[src/rtl/input_mem_pingpong_ctrl.sv]
// Ping-pong input-memory controller: DMA fills one bank while the
// other bank is read out row-skewed into the systolic array lanes.
module input_mem_pingpong_ctrl #(
  parameter int SYS_ROW    = 16,
  parameter int DATA_WIDTH = 16,
  parameter int DEPTH      = 256,
  parameter int RD_LAT     = 2,
  localparam int CW = $clog2(DEPTH+1),
  localparam int AW = $clog2(DEPTH)+1
) (
  input  logic                          clk,
  input  logic                          rstn,
  input  logic                          wr_start,
  input  logic [CW-1:0]                 wr_rows,
  output logic                          wr_ready,
  input  logic                          wr_valid,
  input  logic [SYS_ROW*DATA_WIDTH-1:0] wr_data,
  output logic                          wr_busy,
  output logic                          wr_done,
  output logic [SYS_ROW-1:0]            mem_wr_en,
  output logic [AW-1:0]                 mem_wr_addr,
  output logic [SYS_ROW*DATA_WIDTH-1:0] mem_wr_data,
  input  logic                          rd_start,
  output logic                          rd_ready,
  output logic                          rd_busy,
  output logic                          rd_done,
  output logic [SYS_ROW-1:0]            mem_rd_en,
  output logic [SYS_ROW*AW-1:0]         mem_rd_addr,
  output logic [SYS_ROW-1:0]            arr_vld
);

  localparam int RW = AW-1;
  // read phase counter must span N+SYS_ROW-1 issue cycles
  localparam int TW = $clog2(DEPTH+SYS_ROW+RD_LAT+1);
  localparam int DWT = SYS_ROW*DATA_WIDTH;

  typedef enum logic {W_IDLE, W_FILL} wst_e;
  typedef enum logic [1:0] {R_IDLE, R_ISSUE, R_DRAIN} rst_e;

  wst_e wst_q, wst_d;
  rst_e rst_q, rst_d;

  logic              wr_ptr_q, wr_ptr_d;
  logic              rd_ptr_q, rd_ptr_d;
  logic [1:0]        full_q, full_d;
  logic [1:0][CW-1:0] rows_q, rows_d;

  logic [CW-1:0]     wr_n_q, wr_n_d;
  logic [CW-1:0]     wr_cnt_q, wr_cnt_d;
  logic [CW-1:0]     wr_clamp;
  logic [CW-1:0]     wr_cnt_nx;
  logic              wr_done_q, wr_done_d;
  logic [SYS_ROW-1:0] wr_en_q, wr_en_d;
  logic [AW-1:0]     wr_addr_q, wr_addr_d;
  logic [DWT-1:0]    wr_data_q, wr_data_d;
  logic              wr_set;

  logic [TW-1:0]     rd_n_q, rd_n_d;
  logic [TW-1:0]     rd_cyc_q, rd_cyc_d;
  logic              rd_done_q, rd_done_d;
  logic              rd_clr;
  logic              rd_issue;

  logic [SYS_ROW-1:0] vld_q [RD_LAT];

  assign wr_clamp  = (wr_rows > CW'(DEPTH)) ? CW'(DEPTH) : wr_rows;
  assign wr_cnt_nx = wr_cnt_q + CW'(1);

  assign wr_busy     = (wst_q == W_FILL);
  assign wr_ready    = !wr_busy && !full_q[wr_ptr_q];
  assign wr_done     = wr_done_q;
  assign mem_wr_en   = wr_en_q;
  assign mem_wr_addr = wr_addr_q;
  assign mem_wr_data = wr_data_q;

  assign rd_busy  = (rst_q != R_IDLE) || rd_done_q;
  assign rd_ready = !rd_busy && full_q[rd_ptr_q];
  assign rd_done  = rd_done_q;
  assign rd_issue = (rst_q == R_ISSUE);
  assign arr_vld  = vld_q[RD_LAT-1];

  // write FSM: accept a fill, register each valid beat as an SRAM write
  always_comb begin
    wst_d     = wst_q;
    wr_ptr_d  = wr_ptr_q;
    wr_n_d    = wr_n_q;
    wr_cnt_d  = wr_cnt_q;
    wr_done_d = 1'b0;
    wr_en_d   = '0;
    wr_addr_d = wr_addr_q;
    wr_data_d = wr_data_q;
    wr_set    = 1'b0;
    unique case (wst_q)
      W_IDLE: begin
        if (wr_start && wr_ready) begin
          if (wr_clamp == '0) begin
            wr_done_d = 1'b1;
          end else begin
            wst_d    = W_FILL;
            wr_n_d   = wr_clamp;
            wr_cnt_d = '0;
          end
        end
      end
      W_FILL: begin
        if (wr_valid) begin
          wr_en_d   = '1;
          wr_addr_d = {wr_ptr_q, wr_cnt_q[RW-1:0]};
          wr_data_d = wr_data;
          wr_cnt_d  = wr_cnt_nx;
          if (wr_cnt_nx == wr_n_q) begin
            wr_done_d = 1'b1;
            wr_set    = 1'b1;
            wr_ptr_d  = ~wr_ptr_q;
            wst_d     = W_IDLE;
          end
        end
      end
      default: ;
    endcase
  end

  // read FSM: skewed issue over N+SYS_ROW-1 cycles, then drain RD_LAT
  always_comb begin
    rst_d     = rst_q;
    rd_ptr_d  = rd_ptr_q;
    rd_n_d    = rd_n_q;
    rd_cyc_d  = rd_cyc_q;
    rd_done_d = 1'b0;
    rd_clr    = 1'b0;
    unique case (rst_q)
      R_IDLE: begin
        if (rd_done_q) begin
          rd_clr   = 1'b1;
          rd_ptr_d = ~rd_ptr_q;
        end
        if (rd_start && rd_ready) begin
          rst_d    = R_ISSUE;
          rd_n_d   = TW'(rows_q[rd_ptr_q]);
          rd_cyc_d = '0;
        end
      end
      R_ISSUE: begin
        if (rd_cyc_q == rd_n_q + TW'(SYS_ROW-2)) begin
          rst_d    = R_DRAIN;
          rd_cyc_d = '0;
        end else begin
          rd_cyc_d = rd_cyc_q + TW'(1);
        end
      end
      R_DRAIN: begin
        if (rd_cyc_q == TW'(RD_LAT-1)) begin
          rst_d     = R_IDLE;
          rd_done_d = 1'b1;
        end else begin
          rd_cyc_d = rd_cyc_q + TW'(1);
        end
      end
      default: ;
    endcase
  end

  // bank occupancy: filled by the write side, freed by the read side
  always_comb begin
    full_d = full_q;
    rows_d = rows_q;
    if (wr_set) begin
      full_d[wr_ptr_q] = 1'b1;
      rows_d[wr_ptr_q] = wr_n_q;
    end
    if (rd_clr) begin
      full_d[rd_ptr_q] = 1'b0;
    end
  end

  // lane i lags lane 0 by i cycles; idle lanes drive address 0
  for (genvar i = 0; i < SYS_ROW; i++) begin : g_lane
    logic [TW-1:0] k;
    assign k = rd_cyc_q - TW'(i);
    assign mem_rd_en[i] = rd_issue && (rd_cyc_q >= TW'(i)) && (k < rd_n_q);
    assign mem_rd_addr[i*AW +: AW] =
      mem_rd_en[i] ? {rd_ptr_q, k[RW-1:0]} : '0;
  end

  // state registers for both sides and bank bookkeeping
  always_ff @(posedge clk) begin
    if (!rstn) begin
      wst_q     <= W_IDLE;
      rst_q     <= R_IDLE;
      wr_ptr_q  <= 1'b0;
      rd_ptr_q  <= 1'b0;
      full_q    <= '0;
      rows_q    <= '0;
      wr_n_q    <= '0;
      wr_cnt_q  <= '0;
      wr_done_q <= 1'b0;
      wr_en_q   <= '0;
      wr_addr_q <= '0;
      wr_data_q <= '0;
      rd_n_q    <= '0;
      rd_cyc_q  <= '0;
      rd_done_q <= 1'b0;
    end else begin
      wst_q     <= wst_d;
      rst_q     <= rst_d;
      wr_ptr_q  <= wr_ptr_d;
      rd_ptr_q  <= rd_ptr_d;
      full_q    <= full_d;
      rows_q    <= rows_d;
      wr_n_q    <= wr_n_d;
      wr_cnt_q  <= wr_cnt_d;
      wr_done_q <= wr_done_d;
      wr_en_q   <= wr_en_d;
      wr_addr_q <= wr_addr_d;
      wr_data_q <= wr_data_d;
      rd_n_q    <= rd_n_d;
      rd_cyc_q  <= rd_cyc_d;
      rd_done_q <= rd_done_d;
    end
  end

  // array-valid is the read enable delayed by the SRAM latency
  always_ff @(posedge clk) begin
    if (!rstn) begin
      for (int j = 0; j < RD_LAT; j++) vld_q[j] <= '0;
    end else begin
      vld_q[0] <= mem_rd_en;
      for (int j = 1; j < RD_LAT; j++) vld_q[j] <= vld_q[j-1];
    end
  end

endmodule

[config.mk]
export PLATFORM = sky130hd
export DESIGN_NAME = input_mem_pingpong_ctrl
export DESIGN_NICKNAME = d
export VERILOG_FILES = /design/src/rtl/input_mem_pingpong_ctrl.sv
export SDC_FILE = /design/constraint.sdc
export NUM_CORES = 1
export LEC_CHECK = 0
export BUFFER_PORTS_ARGS = -buffer_cell sky130_fd_sc_hd__buf_2
export CORE_AREA = 2 2 284 286
export CTS_CLUSTER_SIZE = 8
export DETAILED_ROUTE_END_ITERATION = 8
export DIE_AREA = 0 0 286 288
export SYNTH_ARGS = -nofsm -noshare
export SYNTH_HDL_FRONTEND = slang
export SYNTH_SLANG_ARGS = --single-unit
[constraint.sdc]
create_clock -name clk -period 5 [get_ports clk]
set_input_delay 0.5 -clock clk [delete_from_list [all_inputs] [get_ports clk]]
set_output_delay 0.5 -clock clk [all_outputs]
set_load 0.02 [all_outputs]
# After elaboration in Yosys (flattened, before gate mapping)
# Memory sizes are Yosys's and may differ from the RTL's.
# Cells that the tools add are included.
[word_totals]
out_inout_bits = 463
memories = 1
wordCells = 212
in_bits = 270
ram_bits = 32
ff_bits = 344
[memory_table]
columns = ["name", "words", "width", "read_ports", "rd_clocked_by_memory_dff", "wr", "line_no", "text"]
rows = [
  ["vld_q", 2, 16, 2, 0, 2, "64", "logic [SYS_ROW-1:0] vld_q [RD_LAT];"],
]
[classes]
add_sub_neg = 18
n_mux = 63
n_eq_ne = 12
bitwise = 9
n_lt_le_gt_ge = 37
reduce_logical = 56
[ops]
columns = ["cell", "n"]
rows = [
  ["$mux W9", 26],
  ["$lt A9 B9 Y1", 16],
  ["$ge A9 B4 Y1 const B", 8],
  ["$sub A9 B4 Y9 const B", 8],
  ["$mux W16", 3],
  ["$logic_and A1 B1 Y1", 38],
  ["$ge A9 B3 Y1 const B", 4],
  ["$sub A9 B3 Y9 const B", 4],
  ["$pmux W9 S3", 1],
  ["$mux W1", 20],
  ["$add A9 B1 Y9 const B", 2],
  ["$bwmux W18", 1],
  ["$eq A9 B9 Y1", 2],
  ["$ge A9 B1 Y1 const B", 2],
  ["$ge A9 B2 Y1 const B", 2],
  ["$pmux W9 S2", 1],
  ["$sub A9 B2 Y9 const B", 2],
  ["$ne A2 B2 Y1 const B", 6],
  ["$reduce_and A3 Y1", 4],
  ["$mux W2", 5],
  ["$reduce_and A2 Y1", 5],
  ["$add A9 B4 Y9 const B", 1],
  ["$demux W9 S1", 1],
  ["$eq A9 B1 Y1 const B", 1],
  ["other kinds (22)", 32],
]

# Depth between registers and ports, before layout
[depth]
ltp_word = 8
ltp_mapped = 15
ltp_nobuf = 11

# Least setup slack after synthesis
# Ideal clock, no wire load.
[synth_path]
path_kind = "reg-to-output"
start = "reg rd_cyc_q[4]"
end = "out mem_rd_addr[23]"
path_buffers = 4
slack_ns = 0.492
t_required_ns = 4.500
arrival_time_ns = 4.008
path_stages_with_launch = 15
cell_sequence = "dfxtp_1 -> clkbuf_1 -> clkinv_1 -> buf_1 -> ha_1 -> clkbuf_1 -> o21ai_0 -> or3_1 -> xnor2_1 -> ha_1 -> a21o_1 -> a2111oi_0 -> nand2_1 -> clkbuf_1 -> nor3b_1"
[synth_between]
elab_chain_len = 4
elab_cells_between_ends = 6
classes_between = "1 x add/sub; 2 x order compare; 1 x mux; 2 x reduce/logical"
[synth_lines]
columns = ["item", "line_no", "text"]
rows = [
  ["start: declaration", "59", "logic [TW-1:0] rd_cyc_q, rd_cyc_d;"],
  ["start signal: assignment", "217", "rd_cyc_q <= rd_cyc_d;"],
  ["$sub A9 B2 Y9 or $ge A9 B2 Y1 (tied branches)", "179, 180", ""],
  ["$lt A9 B9 Y1 or $logic_and A1 B1 Y1 (tied branches)", "180", "assign mem_rd_en[i] = rd_issue && (rd_cyc_q >= TW'(i)) && (k < rd_n_q);"],
  ["$logic_and A1 B1 Y1", "180", ""],
  ["$mux W9 (*)", "182", "mem_rd_en[i] ? {rd_ptr_q, k[RW-1:0]} : '0;"],
  ["end: declaration", "28", "output logic [SYS_ROW*AW-1:0] mem_rd_addr,"],
]
# Mark *: on every way between the ends. The rest lies on a longest branch, timed or not.

# Worst setup path in the final report
[layout_path]
start = "reg rd_cyc_q[0]"
end = "out mem_rd_addr[33]"
# Same word-level chain as after synthesis.

==> impl_metrics.env <==
export IMPL_first_pass_iters=5
export IMPL_worst_endpoint_data_arrival_time_ns=4.25
export IMPL_hold_violations=0
export IMPL_cts_buffers=52
export IMPL_tritoncts_sinks=361
export IMPL_wl_per_cell_microns=19.0
export IMPL_holdCritPathClass="primary input to flop"
export IMPL_max_slew_margin_pct=24.0
export IMPL_die_area_sq_um=82400
export IMPL_crit_path_start_kind="flop"
export IMPL_grt_setup_unrepaired="false"
export IMPL_worst_setup_path_category="flop to primary output"
export IMPL_r2r_setup_slack_ns=1.39
export IMPL_tritoncts="done"
export IMPL_hold_path_cell_count=3
export IMPL_maximum_number_of_pins_on_one_net_before_global_route_repair=170
export IMPL_detailed_place_hpwl_microns=58100
export IMPL_place_gp_congestion=0.951
export IMPL_clock_root_buffer="sky130_fd_sc_hd__clkbuf_16"
export IMPL_timing_critical_path_to="mem_rd_addr[33]"
export IMPL_synthCells=2401
export IMPL_syn_cell_area_sq_um=18500
export IMPL_num_io_pins=733
export IMPL_worst_endpoint_required_ns=4.50
export IMPL_timing_reg2reg_worst_path_depth=11
export IMPL_syn_num_nets=2808
export IMPL_vias_per_cell=4.61
export IMPL_cts_hold_fix_buffers=0
export IMPL_worstSetupEndpointType="primary output"
export IMPL_vdd_ir_drop_max_uv=257
export IMPL_multi_input_gate_area_in_the_final_layout_sq_um=10200
export IMPL_die_w_microns=286
export IMPL_maxSlewViolCount=0
export IMPL_drc_errors=0
export IMPL_timing_worst_slew_pin_value_ns=1.13
export IMPL_num_rows=104
export IMPL_post_layout_nonfiller_instances=4101
export IMPL_maxClockFrequency_mhz=211
export IMPL_cts_htree_levels=2
export IMPL_drive_gt1_share_pct=28.2
export IMPL_total_leakage_power_nw=11.2
export IMPL_final_setup_skew_ns=0.0246
export IMPL_report_final_setup_viol=0
export IMPL_antenna_violations_before_repair=6
export IMPL_path_max_fanout=16
export IMPL_fp_coreArea_sq_um=79600
export IMPL_ys_dominant_reg_cell="sky130_fd_sc_hd__dfxtp_1"
export IMPL_post_route_period_util_pct=95.0
export IMPL_ff_latch_area_sq_um=7230
export IMPL_clkLatencyLatePin_ns=0.60
export IMPL_maxCapViolCount=0
export IMPL_wire_length_of_the_first_global_routing_pass_microns=112000
export IMPL_finalWorstPathRequiredPeriod_ns=4.75
export IMPL_synth_enable_flop_cells=0
export IMPL_floorplan_initialDensity_pct=23.2
export IMPL_synthesis_area_per_instance_sq_um=7.71
export IMPL_postRouteAntennaNets=0
export IMPL_fillCellCount=8653
export IMPL_io_buffer_count=732
export IMPL_vias=18900
export IMPL_clk_path_buf_depth=3
export IMPL_status="finished clean"
export IMPL_finalWirelength_microns=77700
export IMPL_area_growth_synth_to_final_pct=32.1
export IMPL_via_count_of_the_first_global_routing_pass=18100
export IMPL_crit_path_start="rd_cyc_q[0]"
export IMPL_ys_warn_count=0
export IMPL_crit_reg2reg_capture="vld_q[0][4]"
export IMPL_worst_path_clk_slew_ns=0.06
export IMPL_groute_usage_overall_pct=17.7
export IMPL_synth_async_sr_flop_share_pct=0
export IMPL_power_density_cell_area_nw_per_um2=288
export IMPL_timing_rr_start="rd_cyc_q[3]"
export IMPL_grt_overflow=0
export IMPL_fin_tns_setup_ns=0
export IMPL_post_place_cells=4031
export IMPL_netlist_cell_type_count=63
export IMPL_final_nets=3435
export IMPL_sequential_area_share_after_synthesis_pct=39.0
export IMPL_ys_ff_latch=361
export IMPL_floorplan_die_height_microns=288
export IMPL_initialDrtViolationCount=1197
power breakdown:
group | total, mW | internal (mW) | switching (mW) | leakage, nW
Sequential | 3.03 | 2.98 | 0.0558 | 2.93
Clock | 3.22 | 1.90 | 1.32 | 0.690
Combinational | 0.774 | 0.248 | 0.526 | 7.54
Total | 7.03 | 5.13 | 1.90 | 11.2
per-layer routing:
layer  up-vias  global-route usage [%]  wire, microns  part of all wire, %
met3       165                    5.76           6910                  8.9
met2       717                    28.9          35900                   46
met1      8776                    20.7          30700                   40
met5         -                       0             13                0.017
met4         2                    9.49           4250                  5.5
li1       9231                       -              -                    -
cells in the final DEF, fill, tap and decap left out, drive strengths merged, types with 6 or more instances in the layout:
cell type	instances
nor3b	55
a21o	13
and2	22
buf	776
nor3	66
a211oi	14
mux2i	30
clkbuf	60
a21boi	20
xor2	34
nor2	110
nor2b	27
nand3	25
and3	10
a21oi	340
dfxtp	361
o31ai	7
nand2b	6
o21ai	44
inv	59
o21a	11
nand2	651
ha	137
nand4	17
or4	7
xnor2	70
how the worst min path moves through the flow:
stage / start / to
after floorplan: vld_q[0][0] / vld_q[0][16]
after global placement: vld_q[0][5] / vld_q[0][21]
after detailed placement: vld_q[0][4] / vld_q[0][20]
after CTS: wr_data[180] / mem_wr_data[180]
after global routing: wr_data[221] / mem_wr_data[221]
final: wr_data[180] / mem_wr_data[180]
flip-flops by register name, indices dropped and copies added, names as in the netlist, 2 cells and up:
name / count
full_q: 2
mem_wr_data: 256
rows_q: 18
rd_n_q: 9
rd_cyc_q: 9
wr_n_q: 9
mem_wr_addr: 9
rst_q: 2
vld_q: 32
wr_cnt_q: 9
critical path, cell delays in order (launching register included):
cell and delay (ns):
sky130_fd_sc_hd__dfxtp_1 0.60, sky130_fd_sc_hd__buf_4 0.32, sky130_fd_sc_hd__ha_1 0.50, sky130_fd_sc_hd__a21boi_1 0.22, sky130_fd_sc_hd__nand2_1 0.13, sky130_fd_sc_hd__xnor2_1 0.13, sky130_fd_sc_hd__ha_1 0.28, sky130_fd_sc_hd__a21oi_1 0.35
sky130_fd_sc_hd__nand3_1 0.38, sky130_fd_sc_hd__nor3b_1 0.48, sky130_fd_sc_hd__buf_2 0.25
cell usage after synthesis, types with 24 or more instances:
cell | number | area share (%)
sky130_fd_sc_hd__a21oi_1 | 340 | 9.2
sky130_fd_sc_hd__buf_4 | 32 | 1.3
sky130_fd_sc_hd__clkbuf_1 | 146 | 3.0
sky130_fd_sc_hd__dfxtp_1 | 361 | 39
sky130_fd_sc_hd__ha_1 | 137 | 9.3
sky130_fd_sc_hd__inv_1 | 57 | 1.2
sky130_fd_sc_hd__mux2i_1 | 30 | 1.6
sky130_fd_sc_hd__nand2_1 | 651 | 13
sky130_fd_sc_hd__nand3_1 | 24 | 0.65
sky130_fd_sc_hd__nor2_1 | 110 | 2.2
sky130_fd_sc_hd__nor2b_1 | 27 | 0.91
sky130_fd_sc_hd__nor3_1 | 65 | 1.8
sky130_fd_sc_hd__nor3b_1 | 55 | 2.2
sky130_fd_sc_hd__o21ai_0 | 44 | 1.2
sky130_fd_sc_hd__xnor2_1 | 70 | 3.3
sky130_fd_sc_hd__xor2_1 | 34 | 1.6
per-stage QoR:
step	hold WS, ns	worst slack, ns	utilization [%]	cell area, sq um	power [mW]
6_report	0.139	0.251	30.7	24500	7.03
5_1_grt	0.106	0.00624	30.7	24500	7.32
4_1_cts	0.0915	0.0529	30.6	24400	7.15
3_5_place_dp	0.421	0.693	28.9	23000	3.87
3_3_place_gp	0.414	0.705	28.9	23000	3.86
2_1_floorplan	0.412	0.492	-	18500	3.51
cell families after synthesis:
logic type / Yosys count / synth area share (%)
compound gates: 491 / 14.9
buf+inv: 262 / 6.08
xor+xnor: 105 / 5.04
fa+ha+maj: 137 / 9.26
mux: 30 / 1.62
flops: 361 / 39.0
simple gates: 1015 / 24.0
what timing repair did:
action	4_1_cts	5_1_grt
setup endpoints to repair	0	28
resized for setup	0	8
buffers inserted	0	3
cell type report:
| cell class | count | area share [%] |
|---|---|---|
| multi-input combinational | 1778 | 41.8 |
| clock inverter | 4 | 0.348 |
| sequential | 361 | 29.6 |
| timing repair buffer | 776 | 16.5 |
| clock buffer | 60 | 5.44 |
| inverter | 59 | 0.936 |
| tap | 1060 | 5.42 |
| antenna | 3 | 0.0307 |
Power figures use the tool's default switching activity.
